===== config.mk =====
export PLATFORM = sky130hd
export DESIGN_NAME = add_32_core
export DESIGN_NICKNAME = d
export VERILOG_FILES = /design/src/rtl/add_32_core.sv
export SDC_FILE = /design/constraint.sdc
export NUM_CORES = 1
export LEC_CHECK = 0
export CAP_MARGIN = 20
export CORE_MARGIN = 2
export CORE_UTILIZATION = 25
export DETAILED_ROUTE_END_ITERATION = 8
export PLACE_DENSITY = 0.51
export SLEW_MARGIN = 15
export SYNTH_ARGS = -nofsm -noshare
export SYNTH_HDL_FRONTEND = slang
export SYNTH_SLANG_ARGS = --single-unit

===== constraint.sdc =====
create_clock -name clk -period 3 [get_ports clk]
set_input_delay 0.6 -clock clk [delete_from_list [all_inputs] [get_ports clk]]
set_output_delay 0.6 -clock clk [all_outputs]
set_load 0.02 [all_outputs]

===== src/rtl/add_32_core.sv =====
// Digit-serial unsigned adder: captures two W-bit operands after reset release, adds SLICE bits
// per cycle with a registered ripple carry, and holds the zero-extended sum until the next reset.
module add_32_core #(
  parameter int unsigned W     = 32,
  parameter int unsigned SLICE = 8,
  parameter int unsigned RW    = 64
) (
  input  logic [W-1:0]  ina,
  input  logic [W-1:0]  inb,
  input  logic          clk,
  input  logic          rst,
  output logic [RW-1:0] result
);

  localparam int unsigned NSLICE = W / SLICE;
  localparam int unsigned CW     = (NSLICE > 1) ? $clog2(NSLICE) : 1;
  localparam logic [CW-1:0] LAST_IDX = CW'(NSLICE - 1);

  if ((W % SLICE) != 0) begin : g_bad_slice
    $error("add_32_core: SLICE must divide W");
  end
  if (RW < W + 1) begin : g_bad_rw
    $error("add_32_core: RW must be at least W+1");
  end

  typedef enum logic [1:0] {
    S_IDLE,
    S_ADD,
    S_WB,
    S_DONE
  } state_e;

  state_e          state_q, state_d;
  logic [W-1:0]    a_q, a_d;
  logic [W-1:0]    b_q, b_d;
  logic [W-1:0]    sum_q, sum_d;
  logic            carry_q, carry_d;
  logic [CW-1:0]   idx_q, idx_d;
  logic [RW-1:0]   result_q, result_d;

  logic [SLICE-1:0] a_sl;
  logic [SLICE-1:0] b_sl;
  logic [SLICE:0]   slice_sum;

  // Select the operand slice addressed by the slice counter.
  always_comb begin
    a_sl = '0;
    b_sl = '0;
    for (int i = 0; i < int'(NSLICE); i++) begin
      if (idx_q == CW'(i)) begin
        a_sl = a_q[i*SLICE +: SLICE];
        b_sl = b_q[i*SLICE +: SLICE];
      end
    end
    slice_sum = (SLICE+1)'(a_sl) + (SLICE+1)'(b_sl) + (SLICE+1)'(carry_q);
  end

  // Next-state and datapath updates.
  always_comb begin
    state_d  = state_q;
    a_d      = a_q;
    b_d      = b_q;
    sum_d    = sum_q;
    carry_d  = carry_q;
    idx_d    = idx_q;
    result_d = result_q;

    unique case (state_q)
      S_IDLE: begin
        a_d     = ina;
        b_d     = inb;
        carry_d = 1'b0;
        idx_d   = '0;
        state_d = S_ADD;
      end
      S_ADD: begin
        for (int i = 0; i < int'(NSLICE); i++) begin
          if (idx_q == CW'(i)) begin
            sum_d[i*SLICE +: SLICE] = slice_sum[SLICE-1:0];
          end
        end
        carry_d = slice_sum[SLICE];
        idx_d   = CW'(idx_q + 1'b1);
        if (idx_q == LAST_IDX) begin
          state_d = S_WB;
        end
      end
      // Result register is only written once the full sum and final carry are settled.
      S_WB: begin
        result_d = RW'({carry_q, sum_q});
        state_d  = S_DONE;
      end
      S_DONE: begin
        state_d = S_DONE;
      end
      default: begin
        state_d = S_IDLE;
      end
    endcase
  end

  always_ff @(posedge clk) begin
    if (rst) begin
      state_q  <= S_IDLE;
      a_q      <= '0;
      b_q      <= '0;
      sum_q    <= '0;
      carry_q  <= 1'b0;
      idx_q    <= '0;
      result_q <= '0;
    end else begin
      state_q  <= state_d;
      a_q      <= a_d;
      b_q      <= b_d;
      sum_q    <= sum_d;
      carry_q  <= carry_d;
      idx_q    <= idx_d;
      result_q <= result_d;
    end
  end

  assign result = result_q;

endmodule


==> results by group <==
GRT
  – First-pass GRT wire length: 25.0 mm
  – Pin count of the biggest net entering global routing: 127
  – Vias in the first global route: 4748
  – Total track usage: 13.0%
  – GR Overflow Total: 0
  – Initial antenna violation count: 0

Clocking
  – H-tree Lvls: 4
  – Num CTS Buffers: 17
  – Hold Buf Count CTS: 0
  – Root Buffer: clkbuf_16
  – Clk sinks: 134
  – Clock Latency Late Sink: 0.41 ns
  – CTS tree: done
  – Clock slew seen by the registers of the worst setup and hold paths: 0.06 ns
  – Worst-case clock buffer depth: 2

Route
  – Avg WL per Cell: 13.4 um
  – Met2 WL: 7.35 mm
  – Met3 WL: 871 um
  – Vias: 5141
  – Total routed wirelength: 16.0 mm
  – Drt initial violations: 342
  – WL met1: 7.66 mm
  – Via density: 4.29
  – Highest metal used: met4
  – DRC: 0
  – Routed Antenna Nets: 0
  – Pre-antenna DRT Iters: 4

STA
  – Hold Fails Final Rpt: 0
  – Final period util: 95.8%
  – Layout Skew: 0.00941 ns
  – Rel. slew slack: 55.1%
  – Worst-margin pin slew: 0.673 ns
  – Max frequency: 348 MHz
  – Min Tclk post-route: 2.87 ns
  – Fin. max-slew vios: 0
  – Setup TNS: 0 ns
  – # setup viols final: 0

Power and ir drop
  – Internal power: 3.55 mW
  – Pwr dens: 588 nW/um^2
  – Sequential power share: 40.6%
  – NetSw: 1.12 mW
  – Clock group share of total power: 48.0%
  – Leakage Power: 2.92 nW
  – Combinational share of power: 11.4%
  – Pwr Total: 4.67 mW
  – Sw Ratio: 24.0%
  – VDD IR max: 0.000274 V

Floorplan
  – Die Height: 157 um
  – Initial core utilization: 25.2%
  – Die ar.: 24700 sq um
  – IO Pins: 130
  – Rows: 56
  – Chip Width: 157 um
  – Core ar.: 23300 sq um

Setup path
  – CP Max Fanout: 6
  – Critical Path AT: 3.20 ns
  – Setup CP Type: register to register
  – Startpoint types: register
  – Reg2Reg Launch Point: idx_q[0]
  – R2r setup slk: 0.13 ns
  – Worst r2r dst: sum_q[15]
  – Setup crit end kind: register
  – WP data required: 3.32 ns
  – R2R depth: 15

Min path
  – Hold path endpoint: result[8]
  – Hold depth: 2
  – Min-delay src: result[8]
  – Hold WC Path Type: register to register

Yosys
  – Post-synthesis adder-cell area fraction: 3.03%
  – Post-synthesis async set-or-reset flop share: 0%
  – Area leader, netlist: dfxtp_1
  – Largest family of logic cells by synthesized area: simple AND/OR/NAND/NOR gates
  – Synth top cells by count: 246 x nand2_1, 143 x a21oi_1, 134 x dfxtp_1
  – Yosys top cell area share: 45.8%
  – Ys flop type: dfxtp_1
  – Register bit total from synthesis: 134
  – Most common cell in the netlist: nand2_1
  – Synth area leaders: dfxtp_1 46%, nand2_1 16%, a21oi_1 12%
  – Number of synthesis warnings: 0
  – Cell count after synthesis: 764
  – Seq/Total Area, Yosys: 45.8%
  – Avg Inst Size Synth: 7.67 sq um
  – Post-synth EDFFs: 0
  – XOR/XNOR Fraction of Synth Area: 0.299%
  – Synth Area in Simple Gates: 23.2%
  – Mux contribution to synthesized area: 0.363%
  – Cell Area, Synth: 5860 sq um
  – Netlist cell types: 41
  – Compound-Gate Fraction of Synth Area: 18.6%

Final layout
  – Layout Cell Area excl Fill: 7940 sq um
  – Synth-to-layout area growth: 35.6%
  – Final net count: 945
  – Share of cells above drive strength 1: 11.6%
  – Diode count: 0

Place
  – Port Buffers: 98
  – Placed cell area: 7210 sq um
  – Hpwl dp: 11.2 mm
  – Gpl congestion: 0.815

Job
  – Max-cap violations: 0

Outcome
  – Status: finished clean
==> layer usage <==
layer / vias to the layer above / track usage [%]
met5: - / 0
met4: 0 / 3.72
met3: 11 / 3.22
met2: 129 / 20.1
met1: 2323 / 17.9
li1: 2678 / -
==> cell families after synthesis <==
kind of cell,after synthesis
simple gates,320
compound gates,196
flops,134
buf+inv,96
fa+ha+maj,13
xor+xnor,2
mux,2
other cells,1
==> placed cells by master, fill, tap and decap left out, drive strengths merged, types with 16 or more instances in the layout <==
master,netlist,routed
nand2,249,249
buf,50,43
a21oi,143,143
clkbuf,37,21
nand3,17,17
dfxtp,134,134
o21ai,20,20
conb,1,31
nand3b,16,16
clkdlybuf4s50,0,97
nor2,21,21
==> what timing repair did <==
item,in CTS,in global routing
pin swaps,0,5
setup endpoints to repair,17,21
resized for setup,3,24
buffers inserted,0,2
==> sequential cells by signal, indices dropped and copies added, names as in the netlist <==
name / flops
carry_q: 1
idx_q: 2
b_q: 32
state_q: 2
result: 33
sum_q: 32
a_q: 32
==> power by group through the flow <==
| stage | Sequential (mW) | Combinational [mW] | Clock [mW] |
|---|---|---|---|
| 2_1_floorplan | 1.91 | 0.324 | 0 |
| 5_1_grt | 1.90 | 0.588 | 2.37 |
| 4_1_cts | 1.89 | 0.521 | 2.29 |
| 6_report | 1.89 | 0.530 | 2.24 |
| 3_5_place_dp | 1.93 | 0.517 | 0 |
| 3_3_place_gp | 1.93 | 0.516 | 0 |
==> final cells by class <==
cell class	count	area, sq um
Clock buffer	21	470
Clock inverter	11	171
Fill cell	2503	15300
Inverter	9	33.8
Multi-Input combinational cell	564	2870
Sequential cell	134	2680
Tap cell	319	399
Timing Repair Buffer	140	1320
==> worst max path at each step <==
| stage | from | end | slack, ns | cells past startpoint |
|---|---|---|---|---|
| after floorplan | idx_q[0] | sum_q[13] | 0.06 | 14 |
| after global placement | idx_q[1] | sum_q[22] | 0.04 | 15 |
| after detailed placement | idx_q[0] | sum_q[14] | -0.06 | 14 |
| after CTS | idx_q[0] | sum_q[14] | 0.00004 | 14 |
| after global routing | idx_q[0] | sum_q[31] | -0.03 | 15 |
| final | idx_q[0] | sum_q[15] | 0.13 | 15 |
==> worst max-delay path, stage by stage, from the launching register on <==
cell      delay (ns)
dfxtp_2         0.37
inv_2           0.09
ha_4            0.19
buf_4           0.15
buf_4           0.14
nand3b_1        0.08
a21oi_1         0.07
a21oi_1         0.13
o21ai_0         0.11
buf_4           0.15
ha_1            0.35
nor4b_1         0.31
nand3_1         0.12
nor3b_2         0.17
buf_4           0.15
a211oi_1        0.22
==> stage by stage <==
| step | instances | util, % | setup WS, ns | hold WS [ns] |
|---|---|---|---|---|
| 3_5_place_dp | 1164 | 31.0 | -0.0649 | 0.447 |
| 5_1_grt | 1198 | 34.1 | -0.0341 | 0.467 |
| 3_3_place_gp | 1164 | 31.0 | 0.0354 | 0.440 |
| 4_1_cts | 1196 | 33.8 | 0.0000422 | 0.455 |
| 6_report | 1198 | 34.1 | 0.127 | 0.450 |
| 2_1_floorplan | 794 | - | 0.0606 | 0.425 |
No activity file was read; power rests on OpenSTA's default activity.
